[src/rtl/token_unembedding_pkg.sv]
// Shared definitions for the token unembedding slice.
// Holds the vocabulary/vector geometry, the score width, the FSM state
// encoding and the fixed embedding-table function. token_embedding can
// reuse the same table through emb_elem().
package token_unembedding_pkg;

  localparam int N_TOKENS  = 16;
  localparam int D_MODEL   = 4;
  localparam int DW        = 8;
  localparam int SCORE_W   = 18;
  localparam int ID_W      = $clog2(N_TOKENS);
  // One extra bit so the row counter can reach N_TOKENS (the drain step).
  localparam int ROW_CNT_W = ID_W + 1;
  localparam int EMB_MAG   = 32;

  typedef enum logic [1:0] {
    IDLE = 2'd0,
    SCAN = 2'd1,
    DONE = 2'd2
  } state_e;

  // Element k of token t: +EMB_MAG when bit k of t is set, else -EMB_MAG.
  function automatic logic signed [DW-1:0] emb_elem(input logic [ID_W-1:0] t,
                                                    input int unsigned k);
    logic signed [DW-1:0] pos_val;
    pos_val = DW'(EMB_MAG);
    return t[k[$clog2(ID_W)-1:0]] ? pos_val : -pos_val;
  endfunction

endpackage

[src/rtl/token_unembedding_mac.sv]
// token_score_mac: combinational dot product of the captured input vector
// with one row of the fixed embedding table.
// Ports:
//   row    - token index whose embedding row is scored
//   vec    - packed input vector, element k at [k*DW +: DW], signed
//   score  - full-precision signed dot product (no saturation/truncation)
module token_score_mac
  import token_unembedding_pkg::*;
(
  input  logic [ID_W-1:0]            row,
  input  logic [D_MODEL*DW-1:0]      vec,
  output logic signed [SCORE_W-1:0]  score
);

  logic signed [SCORE_W-1:0] prod [D_MODEL];
  logic signed [SCORE_W-1:0] pair_sum [D_MODEL/2];

  genvar gi;
  generate
    for (gi = 0; gi < D_MODEL; gi++) begin : g_mul
      logic signed [DW-1:0] elem;
      logic signed [DW-1:0] weight;
      assign elem   = vec[gi*DW +: DW];
      assign weight = emb_elem(row, gi);
      // Sign-extend both operands to the score width before multiplying.
      assign prod[gi] = SCORE_W'(elem) * SCORE_W'(weight);
    end

    // Two-level adder tree: pairwise sums, then the final add.
    for (gi = 0; gi < D_MODEL/2; gi++) begin : g_pair
      assign pair_sum[gi] = prod[2*gi] + prod[2*gi+1];
    end
  endgenerate

  assign score = pair_sum[0] + pair_sum[1];

endmodule

[src/rtl/token_unembedding.sv]
// token_unembedding: argmax over the fixed embedding table.
// Captures one input vector, scores all N_TOKENS rows one per cycle, and
// presents the lowest-index token with the highest dot product.
// Ports:
//   clk, rst_n          - clock, asynchronous active-low reset
//   in_valid/in_ready   - input handshake (accepted only in IDLE)
//   vector0..vector3    - signed input vector elements
//   out_valid/out_ready - result handshake (held in DONE until taken)
//   token_id, score     - winning token index and its dot product
module token_unembedding
  import token_unembedding_pkg::*;
(
  input  logic                       clk,
  input  logic                       rst_n,
  input  logic                       in_valid,
  output logic                       in_ready,
  input  logic signed [DW-1:0]       vector0,
  input  logic signed [DW-1:0]       vector1,
  input  logic signed [DW-1:0]       vector2,
  input  logic signed [DW-1:0]       vector3,
  output logic                       out_valid,
  input  logic                       out_ready,
  output logic [ID_W-1:0]            token_id,
  output logic signed [SCORE_W-1:0]  score
);

  state_e                    state_reg, state_next;
  logic                      in_ready_reg;
  logic [ROW_CNT_W-1:0]      row_cnt_reg;
  logic [D_MODEL*DW-1:0]     vec_reg;
  logic signed [SCORE_W-1:0] mac_score;
  // One-deep stage between the MAC and the comparator so the multiply and
  // the compare sit in different cycles; SCAN therefore lasts one extra
  // cycle to drain the last row.
  logic                      stage_valid_reg;
  logic [ID_W-1:0]           stage_id_reg;
  logic signed [SCORE_W-1:0] stage_score_reg;
  logic [ID_W-1:0]           best_id_reg;
  logic signed [SCORE_W-1:0] best_score_reg;
  logic                      scan_last;

  assign scan_last = (row_cnt_reg == ROW_CNT_W'(N_TOKENS));

  token_score_mac u_mac (
    .row   (row_cnt_reg[ID_W-1:0]),
    .vec   (vec_reg),
    .score (mac_score)
  );

  // State register
  always_ff @(posedge clk or negedge rst_n) begin
    if (!rst_n) begin
      state_reg <= IDLE;
    end else begin
      state_reg <= state_next;
    end
  end

  // Next-state logic
  always_comb begin
    state_next = state_reg;
    case (state_reg)
      IDLE:    if (in_valid && in_ready_reg) state_next = SCAN;
      SCAN:    if (scan_last)                state_next = DONE;
      DONE:    if (out_ready)                state_next = IDLE;
      default:                               state_next = IDLE;
    endcase
  end

  // Outputs; the result is only visible while it is valid.
  always_comb begin
    out_valid = (state_reg == DONE);
    token_id  = '0;
    score     = '0;
    if (state_reg == DONE) begin
      token_id = best_id_reg;
      score    = best_score_reg;
    end
  end

  // in_ready is registered from the next state so it stays low throughout
  // reset and rises on the first clock after release.
  assign in_ready = in_ready_reg;

  always_ff @(posedge clk or negedge rst_n) begin
    if (!rst_n) begin
      in_ready_reg    <= 1'b0;
      row_cnt_reg     <= '0;
      vec_reg         <= '0;
      stage_valid_reg <= 1'b0;
      stage_id_reg    <= '0;
      stage_score_reg <= '0;
      best_id_reg     <= '0;
      best_score_reg  <= '0;
    end else begin
      in_ready_reg <= (state_next == IDLE);
      case (state_reg)
        IDLE: begin
          if (in_valid && in_ready_reg) begin
            vec_reg         <= {vector3, vector2, vector1, vector0};
            row_cnt_reg     <= '0;
            stage_valid_reg <= 1'b0;
          end
        end
        SCAN: begin
          if (!scan_last) begin
            stage_score_reg <= mac_score;
            stage_id_reg    <= row_cnt_reg[ID_W-1:0];
            stage_valid_reg <= 1'b1;
            row_cnt_reg     <= row_cnt_reg + ROW_CNT_W'(1);
          end else begin
            stage_valid_reg <= 1'b0;
          end
          // Row 0 seeds the running best; later rows need a strict win,
          // so ties keep the lower index.
          if (stage_valid_reg &&
              ((stage_id_reg == '0) || (stage_score_reg > best_score_reg))) begin
            best_score_reg <= stage_score_reg;
            best_id_reg    <= stage_id_reg;
          end
        end
        default: ;
      endcase
    end
  end

endmodule

[config.mk]
export PLATFORM = sky130hd
export DESIGN_NAME = token_unembedding
export DESIGN_NICKNAME = d
export VERILOG_FILES = /design/src/rtl/token_unembedding_pkg.sv /design/src/rtl/token_unembedding_mac.sv /design/src/rtl/token_unembedding.sv
export SDC_FILE = /design/constraint.sdc
export NUM_CORES = 1
export LEC_CHECK = 0
export ABC_AREA = 1
export BUFFER_PORTS_ARGS = -buffer_cell sky130_fd_sc_hd__buf_4
export CAP_MARGIN = 10
export CORE_UTILIZATION = 41
export DETAILED_ROUTE_END_ITERATION = 8
export GPL_TIMING_DRIVEN = 0
export PLACE_DENSITY = 0.66
export RECOVER_POWER = 25
export REMOVE_ABC_BUFFERS = 1
export SLEW_MARGIN = 5
export SYNTH_ARGS = -nofsm -noshare
export SYNTH_HDL_FRONTEND = slang
export SYNTH_SLANG_ARGS = --single-unit
[constraint.sdc]
create_clock -name clk -period 5.9 [get_ports clk]
set_input_delay 0.295 -clock clk [delete_from_list [all_inputs] [get_ports clk]]
set_output_delay 0.295 -clock clk [all_outputs]
set_load 0.01 [all_outputs]
# Word-level counts from Yosys, hierarchy flattened
# Cells that the tools add are included.
# word_totals
reg_bits	85
inputBits	36
output_inout_bits	24
# op_classes
n_reduce_logical	12
bitwise	1
muxes	16
magnitude_cmp	1
eq_ne	5
n_addsub	4
mul	4
# ops
cell	count
8-bit by 8-bit multiplier with 16-bit output	4
18-bit adder	3
8-bit 2-to-1 mux	4
18-bit greater-than comparator	1
18-bit 2-to-1 mux	1
5-bit 2-to-1 mux	2
5-bit one-hot mux with 2 select lines	1
2-bit AND reduction	4
2-bit 2-to-1 mux	3
2-bit one-hot mux with 3 select lines	1
5-bit by 1-bit adder with 5-bit output (second input constant)	1
5-bit equality test (second input constant)	1
2-bit logical NOT	2
4-bit logical NOT	1
4-bit 2-to-1 mux	1
2-bit != test (second input constant)	2
3-bit AND reduction	1
2-bit by 1-bit equality test with 1-bit output (second input constant)	1
2-bit equality test (second input constant)	1
1-bit logical AND	2
1-bit 2-to-1 mux	2
1-bit one-hot mux with 2 select lines	1
2-bit nonzero test	1
1-bit logical OR	1
1-bit inverter	1

# Longest topological paths before layout
# logic_depth
depth_word	4
ltp_mapped	28
mapped_depth_nobuf	26

# Hierarchy
# Synthesis repeated with hierarchy kept, for this count alone.
# hier_totals
hier_cells	1042
hier_area_um2	8650.8
# modules_own_cells
module	area_each_um2	seq_area_each_um2	cells_per_inst	n_inst
token_score_mac	4621.9	0.0	551	1
token_unembedding	4028.9	2127.0	491	1

# Worst setup path after synthesis
# Ideal clock, no wire load.
# synth_timing
kind	reg-to-reg
startpoint	register row_cnt_reg[1]
endpoint	register stage_score_reg[16]
arrival_ns	5.469
setup_ns	0.117
synth_period_minus_slack_ns	5.586
path_slack_ns	0.314
stages_incl_launch_ff	28
cell_sequence	dfrtp_1 -> inv_1 -> clkbuf_1 -> nand2_1 -> fa_1 -> inv_1 -> ha_1 -> ha_1 -> ha_1 -> ha_1 -> fa_1 -> nand3_1 -> nand2_1 -> nand2_1 -> nand2_1 -> a21oi_1 -> xnor2_1 -> fa_1 -> fa_1 -> inv_1 -> ha_1 -> inv_1 -> nor3_1 -> o21ai_0 -> nand3_1 -> nand2_1 -> nand3_1 -> nand2_1
# synth_between
elab_chain_len	4
word_cells_on_any_way	7
cone_classes	add/sub (2); mul (1); eq/ne (1); mux (1); bitwise (1); reduce/logical (1)
# synth_rtl
element	line_no	source
start, declared	token_unembedding.sv:29	logic [ROW_CNT_W-1:0] row_cnt_reg;
start signal, assigned	token_unembedding.sv:110	row_cnt_reg <= row_cnt_reg + ROW_CNT_W'(1);
8-bit 2-to-1 mux	token_unembedding_pkg.sv:27	return t[k[$clog2(ID_W)-1:0]] ? pos_val : -pos_val;
8-bit by 8-bit multiplier with 16-bit output	token_unembedding_mac.sv:26	assign prod[gi] = SCORE_W'(elem) * SCORE_W'(weight);
18-bit adder	token_unembedding_mac.sv:31	assign pair_sum[gi] = prod[2*gi] + prod[2*gi+1];
18-bit adder	token_unembedding_mac.sv:35	assign score = pair_sum[0] + pair_sum[1];
end signal, assigned	token_unembedding.sv:107	stage_score_reg <= mac_score;
end, declared	token_unembedding.sv:37	logic signed [SCORE_W-1:0] stage_score_reg;
# Several ways; a longest one is shown, not always the timed one.
# A chain may end at the register's enable or synchronous reset.

# Worst setup path in the final report
# layout_timing
startpoint	register row_cnt_reg[3]
endpoint	register stage_score_reg[17]
# The elaborated chain is that of the path after synthesis.

==> results.md <==
* Endpoints failing setup at 0
* # IOs at 60
* Die height at 137 um
* Yosys reg bits at 75
* Crit-path leading delay family: adder cells
* Die X at 137 um
* GRT Total Usage at 17.1%
* Pin count of the biggest net entering global routing at 76
* Critical Path Sink Type: flip-flop
* Failing checks: max-capacitance violations, max-slew violations
* Total of max-cap violations at 1
* Distinct cells, synth at 38
* DPL Wire Length at 11600 um
* Starting DRT DRC Count at 194
* FFs w/ async S/R, synth at 100%
* Most frequent cell after synthesis: inv_1
* Synth warn at 0
* Hold Path Class: in -> reg
* Clock Root Buffer: clkbuf_16
* CTS buffer count at 9
* Worst-margin pin slew at 4.03 ns
* WL per Instance at 12.6 um
* CTS tree: built
* CP max stage delay at 0.54 ns
* Synth area leader: dfrtp_1
* CP dominant cell by count: ha_1
* Ranking of synthesized cells by area: dfrtp_1 25%, ha_1 24%, fa_1 14%, inv_1 8.0%, nand2_1 7.3%
* Max Root-Sink Buffers at 2
* Final Cell Area at 0.00860 mm^2
* PortBufs at 54
* Worst reg2reg startpoint: row_cnt_reg[3]
* Core ar. at 0.0180 mm^2
* H-tree depth at 3
* Sequential element share of the synthesized area at 25.0%
* Hold Buf Count CTS at 0
* GPL Wtd Cong at 0.867
* Req. time, crit path at 6.14 ns
* Hold Fails Final Rpt at 0
* CP startpoint: row_cnt_reg[3]
* Die area at 0.0189 mm^2
* Largest register FFs at 32
* Final #Nets at 1173
* Period utilization at 94.7%
* Reg2reg end: stage_score_reg[17]
* Post-Syn Area at 0.00751 mm^2
* Worst path depth at 26
* Worst reg2reg setup slack at 0.31 ns
* Total number of vias at 5562
* Crit path to: stage_score_reg[17]
* Status: finished with violations
* Post-DP Area at 0.00811 mm^2
* Clock sinks at 75
* Post-synth EDFFs at 0
* Worst-path clk slew at 0.06 ns
* Top cells by count, synth: 161 x inv_1, 146 x nand2_1, 143 x ha_1
* Final Slew Violations at 76
* Vias in the first global route at 5380
* First-pass GRT wire length at 24700 um
* Synth-to-Final Area Change at 14.5%
* Clock Latency Late Sink at 0.36 ns
* WP data arrival at 5.82 ns
* Layout cells sized above 1 at 13.9%
* Share of the synthesized area in the top cell type at 25.0%
* Crit path max-delay cell type: fa_1
* DRT Pass-1 Iters at 4
* Synth Area per Inst at 8.51 um^2
* Detailed Route WL at 14900 um
* Grt ovf at 0
* Buf/Inv on CP at 5
* Final worst path period need at 5.59 ns
* Antenna violations before repair at 0
* Via density at 4.73
* FF-to-FF path depth at 26
* Post-DRT Antenna Nets at 0
* Worst Clk Skew at 0.0157 ns
* # DRC at 0
* Min Hold Slack at 0.169 ns
* Fmax at 179 MHz
* Worst setup SP type: flip-flop
* Worst-path fanout max at 6
* Post-Syn Instances at 882
* Slew HR at -168%
* Initial core utilization at 41.8%
* Critical path type: reg -> reg
* Row count at 49
* Top_reg_cell synth: dfrtp_1
* Number of diodes at 0
==> cells by family (layout without fill, tap and decap cells) <==
logic type,Yosys count,count (layout),synth area share [%]
AND/OR/NAND/NOR,294,294,16.6
buffers and inverters,189,251,10.0
AO/OA/AOI/OAI,94,94,6.60
adder cells (fa/ha/maj),194,194,37.4
multiplexers,6,6,0.900
flip-flops,75,75,25.0
other,1,5,0.0499
XOR/XNOR,29,29,3.38
==> metal layers <==
metal  share of wire [%]  routed length, um  up-vias  GRT usage [%]
met5                   0                  0        -              0
met4                 2.6                386        0           6.65
met3                 3.3                483       20           3.57
met2                  46               6900       82           28.2
met1                  48               7090     2559           22.0
li1                    -                  -     2901              -
==> worst min-delay path by stage <==
stage	startpoint	endpoint	slack, ns	depth (start not counted)
2_1_floorplan	rst_n	best_id_reg[0]	-0.0006	0
3_3_place_gp	best_score_reg[5]	best_score_reg[5]	0.45	2
3_5_place_dp	best_score_reg[15]	best_score_reg[15]	0.46	2
4_1_cts	rst_n	stage_score_reg[9]	0.13	1
5_1_grt	vector3[5]	vec_reg[29]	0.17	2
6_report	vector2[1]	vec_reg[17]	0.17	2
==> metrics by stage <==
step | TNS [ns] | util [%] | setup WS [ns] | cells
2_1_floorplan | 0 | - | 0.465 | 863
3_3_place_gp | -0.391 | 45.0 | -0.227 | 1146
3_5_place_dp | -0.373 | 45.2 | -0.193 | 1147
4_1_cts | 0 | 47.0 | 0.0361 | 1169
5_1_grt | -0.0885 | 47.9 | -0.0674 | 1177
6_report | 0 | 47.9 | 0.313 | 1177
==> final cells by class <==
| type | count | area, um^2 |
|---|---|---|
| clock buffers | 10 | 229 |
| clock inverters | 6 | 41.3 |
| fillers | 1766 | 9360 |
| inverters | 166 | 639 |
| multi-input cells | 622 | 5000 |
| flip-flops and latches | 75 | 1880 |
| well taps | 229 | 287 |
| repair buffers | 69 | 527 |
==> placed cells by master, fill, tap and decap left out, drive strengths merged, types with 6 or more instances in the layout <==
master	synthesis	routed
inv	166	164
nand2	149	149
ha	143	143
nor2	83	83
dfrtp	75	75
buf	18	68
a21oi	56	56
fa	51	51
nand3	39	39
o21ai	25	25
xor2	17	17
xnor2	12	12
clkbuf	5	11
or2	8	8
nor3	7	7
clkinvlp	0	6
mux2	6	6
a31oi	6	6
==> what timing repair did <==
item	4_1_cts	5_1_grt
pin swaps	0	5
resized for setup	6	25
cloned	0	0
setup endpoints to repair	2	3
buffers inserted	6	8
Power is not shown: default switching activity piles up to over one toggle a cycle in this logic, so the estimate is an artifact.
